==> src/rtl/param_updown_counter_if.sv <==
// Bus interface for param_updown_counter: control strobes, load data, and
// the count/status outputs. The compare port pair exists only when
// PARAM_COUNTER_CMP_EN is defined.
interface param_updown_counter_if #(
    parameter int WIDTH = 8
);
    logic             en;
    logic             load;
    logic [WIDTH-1:0] load_data;
    logic             up_dn;
    logic             clr_flags;
    logic [WIDTH-1:0] count;
    logic             tc;
    logic             evt;
    logic             ovf;
    logic             unf;
`ifdef PARAM_COUNTER_CMP_EN
    logic [WIDTH-1:0] cmp_val;
    logic             cmp_hit;
`endif

    modport master (
        output en, load, load_data, up_dn, clr_flags,
`ifdef PARAM_COUNTER_CMP_EN
        output cmp_val,
        input  cmp_hit,
`endif
        input  count, tc, evt, ovf, unf
    );

    modport slave (
        input  en, load, load_data, up_dn, clr_flags,
`ifdef PARAM_COUNTER_CMP_EN
        input  cmp_val,
        output cmp_hit,
`endif
        output count, tc, evt, ovf, unf
    );
endinterface

==> src/rtl/param_updown_counter.sv <==
// Parameterized up/down counter with load, wrap or saturate at the
// boundaries, a one-cycle boundary event pulse and sticky over/underflow
// flags. Optional feature: define PARAM_COUNTER_CMP_EN to add a registered
// compare-hit output against cmp_val.
module param_updown_counter #(
    parameter int               WIDTH    = 8,
    parameter logic [WIDTH-1:0] MAX_VAL  = {WIDTH{1'b1}},
    parameter bit               SATURATE = 1'b0
) (
    input  logic                          clk,
    input  logic                          reset,
    param_updown_counter_if.slave         bus
);
    // One extra bit so MAX_VAL = 2**WIDTH-1 can be compared and stepped
    // without aliasing back into the count range.
    localparam logic [WIDTH:0] MAX_EXT = {1'b0, MAX_VAL};
    localparam logic [WIDTH:0] ONE_EXT = {{WIDTH{1'b0}}, 1'b1};

    logic [WIDTH-1:0] count_q, cnt_next;
    logic             evt_q, evt_next;
    logic             ovf_q, unf_q;
    logic             ovf_set, unf_set;
    logic [WIDTH:0]   cnt_ext, inc_ext, dec_ext, load_ext;
    logic             at_max, at_zero;

    assign cnt_ext  = {1'b0, count_q};
    assign inc_ext  = cnt_ext + ONE_EXT;
    assign dec_ext  = cnt_ext - ONE_EXT;
    assign load_ext = {1'b0, bus.load_data};
    assign at_max   = (cnt_ext == MAX_EXT);
    assign at_zero  = (cnt_ext == '0);

    // Next-state selection: load beats an enabled step, otherwise hold.
    always_comb begin
        cnt_next = count_q;
        evt_next = 1'b0;
        ovf_set  = 1'b0;
        unf_set  = 1'b0;
        if (bus.load) begin
            cnt_next = (load_ext > MAX_EXT) ? MAX_VAL : bus.load_data;
        end else if (bus.en) begin
            if (bus.up_dn) begin
                if (at_max) begin
                    evt_next = 1'b1;
                    ovf_set  = 1'b1;
                    if (!SATURATE) cnt_next = '0;
                end else begin
                    cnt_next = inc_ext[WIDTH-1:0];
                end
            end else begin
                if (at_zero) begin
                    evt_next = 1'b1;
                    unf_set  = 1'b1;
                    if (!SATURATE) cnt_next = MAX_VAL;
                end else begin
                    cnt_next = dec_ext[WIDTH-1:0];
                end
            end
        end
    end

    // State register; a flag being set in a cycle wins over clr_flags.
    always_ff @(posedge clk) begin
        if (reset) begin
            count_q <= '0;
            evt_q   <= 1'b0;
            ovf_q   <= 1'b0;
            unf_q   <= 1'b0;
        end else begin
            count_q <= cnt_next;
            evt_q   <= evt_next;
            ovf_q   <= ovf_set | (ovf_q & ~bus.clr_flags);
            unf_q   <= unf_set | (unf_q & ~bus.clr_flags);
        end
    end

    assign bus.count = count_q;
    assign bus.evt   = evt_q;
    assign bus.ovf   = ovf_q;
    assign bus.unf   = unf_q;
    assign bus.tc    = bus.up_dn ? at_max : at_zero;

`ifdef PARAM_COUNTER_CMP_EN
    logic cmp_hit_q;

    // Flags the cycle after the registered count shows cmp_val.
    always_ff @(posedge clk) begin
        if (reset) cmp_hit_q <= 1'b0;
        else       cmp_hit_q <= (count_q == bus.cmp_val);
    end

    assign bus.cmp_hit = cmp_hit_q;
`endif
endmodule

==> src/flat_wrapper.sv <==
// flat-port wrapper written by rule: the top's interface ports become plain ports
module param_updown_counter_flat 
#(
    parameter int               WIDTH    = 8,
    parameter logic [WIDTH-1:0] MAX_VAL  = {WIDTH{1'b1}},
    parameter bit               SATURATE = 1'b0
)
  (clk, reset, bus_en, bus_load, bus_load_data, bus_up_dn, bus_clr_flags, bus_count, bus_tc, bus_evt, bus_ovf, bus_unf);
  param_updown_counter_if #(.WIDTH(WIDTH)) bus_i ();
  input  logic clk;
  input  logic reset;
  input wire logic [$bits(bus_i.en)-1:0] bus_en;
  input wire logic [$bits(bus_i.load)-1:0] bus_load;
  input wire logic [$bits(bus_i.load_data)-1:0] bus_load_data;
  input wire logic [$bits(bus_i.up_dn)-1:0] bus_up_dn;
  input wire logic [$bits(bus_i.clr_flags)-1:0] bus_clr_flags;
  output wire logic [$bits(bus_i.count)-1:0] bus_count;
  output wire logic [$bits(bus_i.tc)-1:0] bus_tc;
  output wire logic [$bits(bus_i.evt)-1:0] bus_evt;
  output wire logic [$bits(bus_i.ovf)-1:0] bus_ovf;
  output wire logic [$bits(bus_i.unf)-1:0] bus_unf;
  assign bus_i.en = bus_en;
  assign bus_i.load = bus_load;
  assign bus_i.load_data = bus_load_data;
  assign bus_i.up_dn = bus_up_dn;
  assign bus_i.clr_flags = bus_clr_flags;
  assign bus_count = bus_i.count;
  assign bus_tc = bus_i.tc;
  assign bus_evt = bus_i.evt;
  assign bus_ovf = bus_i.ovf;
  assign bus_unf = bus_i.unf;
  param_updown_counter #(.WIDTH(WIDTH), .MAX_VAL(MAX_VAL), .SATURATE(SATURATE)) u_core (.clk(clk), .reset(reset), .bus(bus_i));
endmodule
==> config.mk <==
export PLATFORM = sky130hd
export DESIGN_NAME = param_updown_counter_flat
export DESIGN_NICKNAME = d
export VERILOG_FILES = /design/src/rtl/param_updown_counter_if.sv /design/src/rtl/param_updown_counter.sv /design/src/flat_wrapper.sv
export SDC_FILE = /design/constraint.sdc
export NUM_CORES = 1
export LEC_CHECK = 0
export ABC_AREA = 1
export CAP_MARGIN = 25
export CORE_ASPECT_RATIO = 0.7
export CORE_MARGIN = 1.5
export CORE_UTILIZATION = 36
export CTS_CLUSTER_SIZE = 28
export DETAILED_ROUTE_END_ITERATION = 8
export GPL_TIMING_DRIVEN = 0
export PLACE_DENSITY = 0.67
export SLEW_MARGIN = 20
export SYNTH_ARGS = -nofsm -noshare
export SYNTH_HDL_FRONTEND = slang
export SYNTH_SLANG_ARGS = --single-unit
==> constraint.sdc <==
create_clock -name clk -period 1.45 [get_ports clk]
set_input_delay 0.2175 -clock clk [delete_from_list [all_inputs] [get_ports clk]]
set_output_delay 0.2175 -clock clk [all_outputs]
set_load 0.03 [all_outputs]
==> flow_summary.yaml <==
outcome:
  status: "finished, violations left"
  violations: "negative setup slack"
final_layout:
  finalInstanceArea_sq_um: 1324
  layout-drive-gt1-share_pct: 23.43
  final_core_util_pct: 60.94
  syn2layout_area_growth_pct: 58.15
  fin_cells: 207
  diodes: 0
  final_common_cell: "nand2_1"
  nNetsFinal: 193
  layout_common_cells: "nand2_1 (30), nor2_1 (18), inv_1 (16)"
timing:
  worst_slew_pin_slew_ns: 0.3818
  whs_ns: 0.3938
  fmax_mhz: 612.2
  fin_setup_tns_ns: -0.3259
  fin_ws_ns: -0.1835
  maxSlewViolCount: 0
  period_share_pct: 112.7
  fin_crit_ns: 1.634
  rsz0062_at_grt: "yes"
  setup_viol: 4
  hold_viol: 0
  max_slew_margin_pct: 74.51
  skew_ns: 0.007443
setup_path:
  critPathCaptureType: "output pin"
  cp-start-kind: "flip-flop"
  required_ns: 1.23
  crit_fanout: 5
  r2r_cells: 10
  ff2ff_setup_slack_ns: -0.06
  cpPeakStageDelay_ns: 0.39
  crit_arrival_ns: 1.42
  crit_end: "bus_tc"
  crit_path_start: "u_core.bus.count[0]$_SDFFE_PP0P_"
  critPathSlowestCell: "dfxtp_4"
  worstPathCellList: "ha_2 > nand2_4 > nor2_4 > nand3_4 > nand2_2 > buf_6"
  crit_type: "reg2out"
  rr_endpoint: "u_core.bus.count[6]$_SDFFE_PP0P_"
  rr_startpoint: "u_core.bus.count[0]$_SDFFE_PP0P_"
routing:
  detail-route-antenna-nets: 0
  highest_layer: "met4"
  wl_met2_um: 1276
  drt_iter0_drc: 72
  wl_um: 2720
  post_drt_wl_per_cell_um: 13.14
  routed-via-count: 1064
  drc: 0
  drtPass1Iterations: 4
  wl_met1_um: 1155
  route.met3.wl_um: 262
  viasPerCell: 5.140
pwr:
  intPower_mw: 0.5940
  power_frac_clock_pct: 22.4
  p_switching_mw: 0.3771
  power_leakage_nw: 0.6004
  power_frac_seq_pct: 37.1
  power.total_mw: 0.9711
  p_comb_share_pct: 40.4
  swShare_pct: 38.83
  power_density_nw_per_um2: 733.6
  vdd_drop_max_mv: 0.4628
hold_path:
  min_path_type: "in2reg"
logic_synthesis:
  yosysWarnings: 0
  synthCells: 139
  avgSynthCellArea_sq_um: 6.022
  synthDistinctLibCells: 20
  syn-num-nets: 156
  synth_seq_area_share_pct: 26.31
  synth_seq_cells: 11
  synth_area_sq_um: 837.1
grt:
  grt-ovfl-total: 0
  grt_max_degree: 11
  grt_pass1_vias: 844
  grt_pass1_wl_um: 3905
  grt_usage_pct: 20.33
  antenna_found_initial: 0
clocking:
  clk_latency_ns: 0.28
  cts.sinks: 11
  clockBufferDepth: 2
  cts_buffers: 3
  cts_tree: "yes"
  postCtsHoldBufs: 0
  clk_pin_slew_ns: 0.08
  cts_root_buf: "clkbuf_4"
  cts.htree.levels: 1
placed_design:
  post-place-ws_ns: -0.7294
  gp_congestion: 0.9545
  placed_area_sq_um: 1134
  port_buffers: 25
  dp_hpwl_um: 1883
  placedCellCount: 196
die:
  coreArea_sq_um: 2172
  die_w_um: 60.64
  io_pins: 26
  die_h_um: 43.35
  rows: 14
  dieArea_sq_um: 2628
  start_util_pct: 38.54
job:
  maxCapViolCount: 0
-- power groups by stage --
stage / registers (mW) / logic (mW) / clock network (mW)
3_5_place_dp: 0.365 / 0.334 / 0
2_1_floorplan: 0.399 / 0.170 / 0
6_report: 0.360 / 0.393 / 0.218
5_1_grt: 0.365 / 0.424 / 0.245
3_3_place_gp: 0.364 / 0.328 / 0
4_1_cts: 0.357 / 0.358 / 0.220
-- final cells by class --
cell class                      count  area [sq um]
Fill cell                         230         848.3
Multi-Input combinational cell    106         638.1
Timing Repair Buffer               32         296.5
Sequential cell                    11         232.7
Inverter                           20         80.08
Tap cell                           32         40.04
Clock buffer                        4         26.28
Buffer                              2         10.01
-- cells by family (layout without fill, tap and decap cells) --
family	after synthesis	count (layout)	share of synthesized area (%)
buffers and inverters	22	58	10.16
xor gates and xnor gates	5	5	5.231
adders and majority gates	3	3	4.485
DFF	11	11	26.31
and+or+nand+nor	73	73	36.32
AOI/OAI and AO/OA	25	25	17.49
-- Yosys cell counts --
cell / instances / share of area, %
a31oi_1: 2 / 1.5
or2_2: 1 / 0.75
inv_1: 20 / 9.0
ha_1: 3 / 4.5
buf_2: 2 / 1.2
o21ai_0: 8 / 4.8
xor2_1: 4 / 4.2
xnor2_1: 1 / 1.0
dfxtp_1: 11 / 26
nand3_1: 12 / 7.2
a21oi_1: 9 / 5.4
nor2_1: 21 / 9.4
nand4_1: 2 / 1.5
a22oi_1: 1 / 0.90
o211ai_1: 2 / 1.8
nand2_1: 33 / 15
nor2_2: 2 / 1.5
o221ai_1: 2 / 2.1
nor3_1: 2 / 1.2
o2111ai_1: 1 / 1.0
-- flip-flops by register name (all words and copies together), names as in the netlist --
signal,cells
u_core.bus.unf,1
u_core.bus.evt,1
u_core.bus.count,8
u_core.bus.ovf,1
-- routing by layer --
layer  global-route usage, %  up-vias
met1                   30.15      480
met2                   28.82       50
met5                       0        -
li1                        -      528
met3                   6.567        6
met4                   4.348        0
-- worst max-delay path, delay by kind of cell, from the launching register on --
kind / cells / cell delay, ns
adders and majority gates: 1 / 0.21
buffers and inverters: 1 / 0.12
DFF: 1 / 0.39
and+or+nand+nor: 4 / 0.42
-- worst min-delay path by stage --
| stage | from | endpoint | slack [ns] | cells past startpoint |
|---|---|---|---|---|
| 2_1_floorplan | reset | u_core.bus.count[0]$_SDFFE_PP0P_ | 0.28 | 1 |
| 3_3_place_gp | u_core.bus.unf$_SDFF_PP0_ | u_core.bus.unf$_SDFF_PP0_ | 0.48 | 2 |
| 3_5_place_dp | u_core.bus.unf$_SDFF_PP0_ | u_core.bus.unf$_SDFF_PP0_ | 0.49 | 2 |
| 4_1_cts | u_core.bus.unf$_SDFF_PP0_ | u_core.bus.unf$_SDFF_PP0_ | 0.51 | 2 |
| 5_1_grt | bus_load | u_core.bus.count[1]$_SDFFE_PP0P_ | 0.42 | 3 |
| 6_report | bus_load | u_core.bus.count[1]$_SDFFE_PP0P_ | 0.39 | 3 |
-- timing repair --
item	CTS	global route
gates resized for setup	38	19
setup endpoints to repair	18	7
setup buffers	4	3
cloned	0	0
pin swaps	7	5
(Power assumes the default switching activity.)
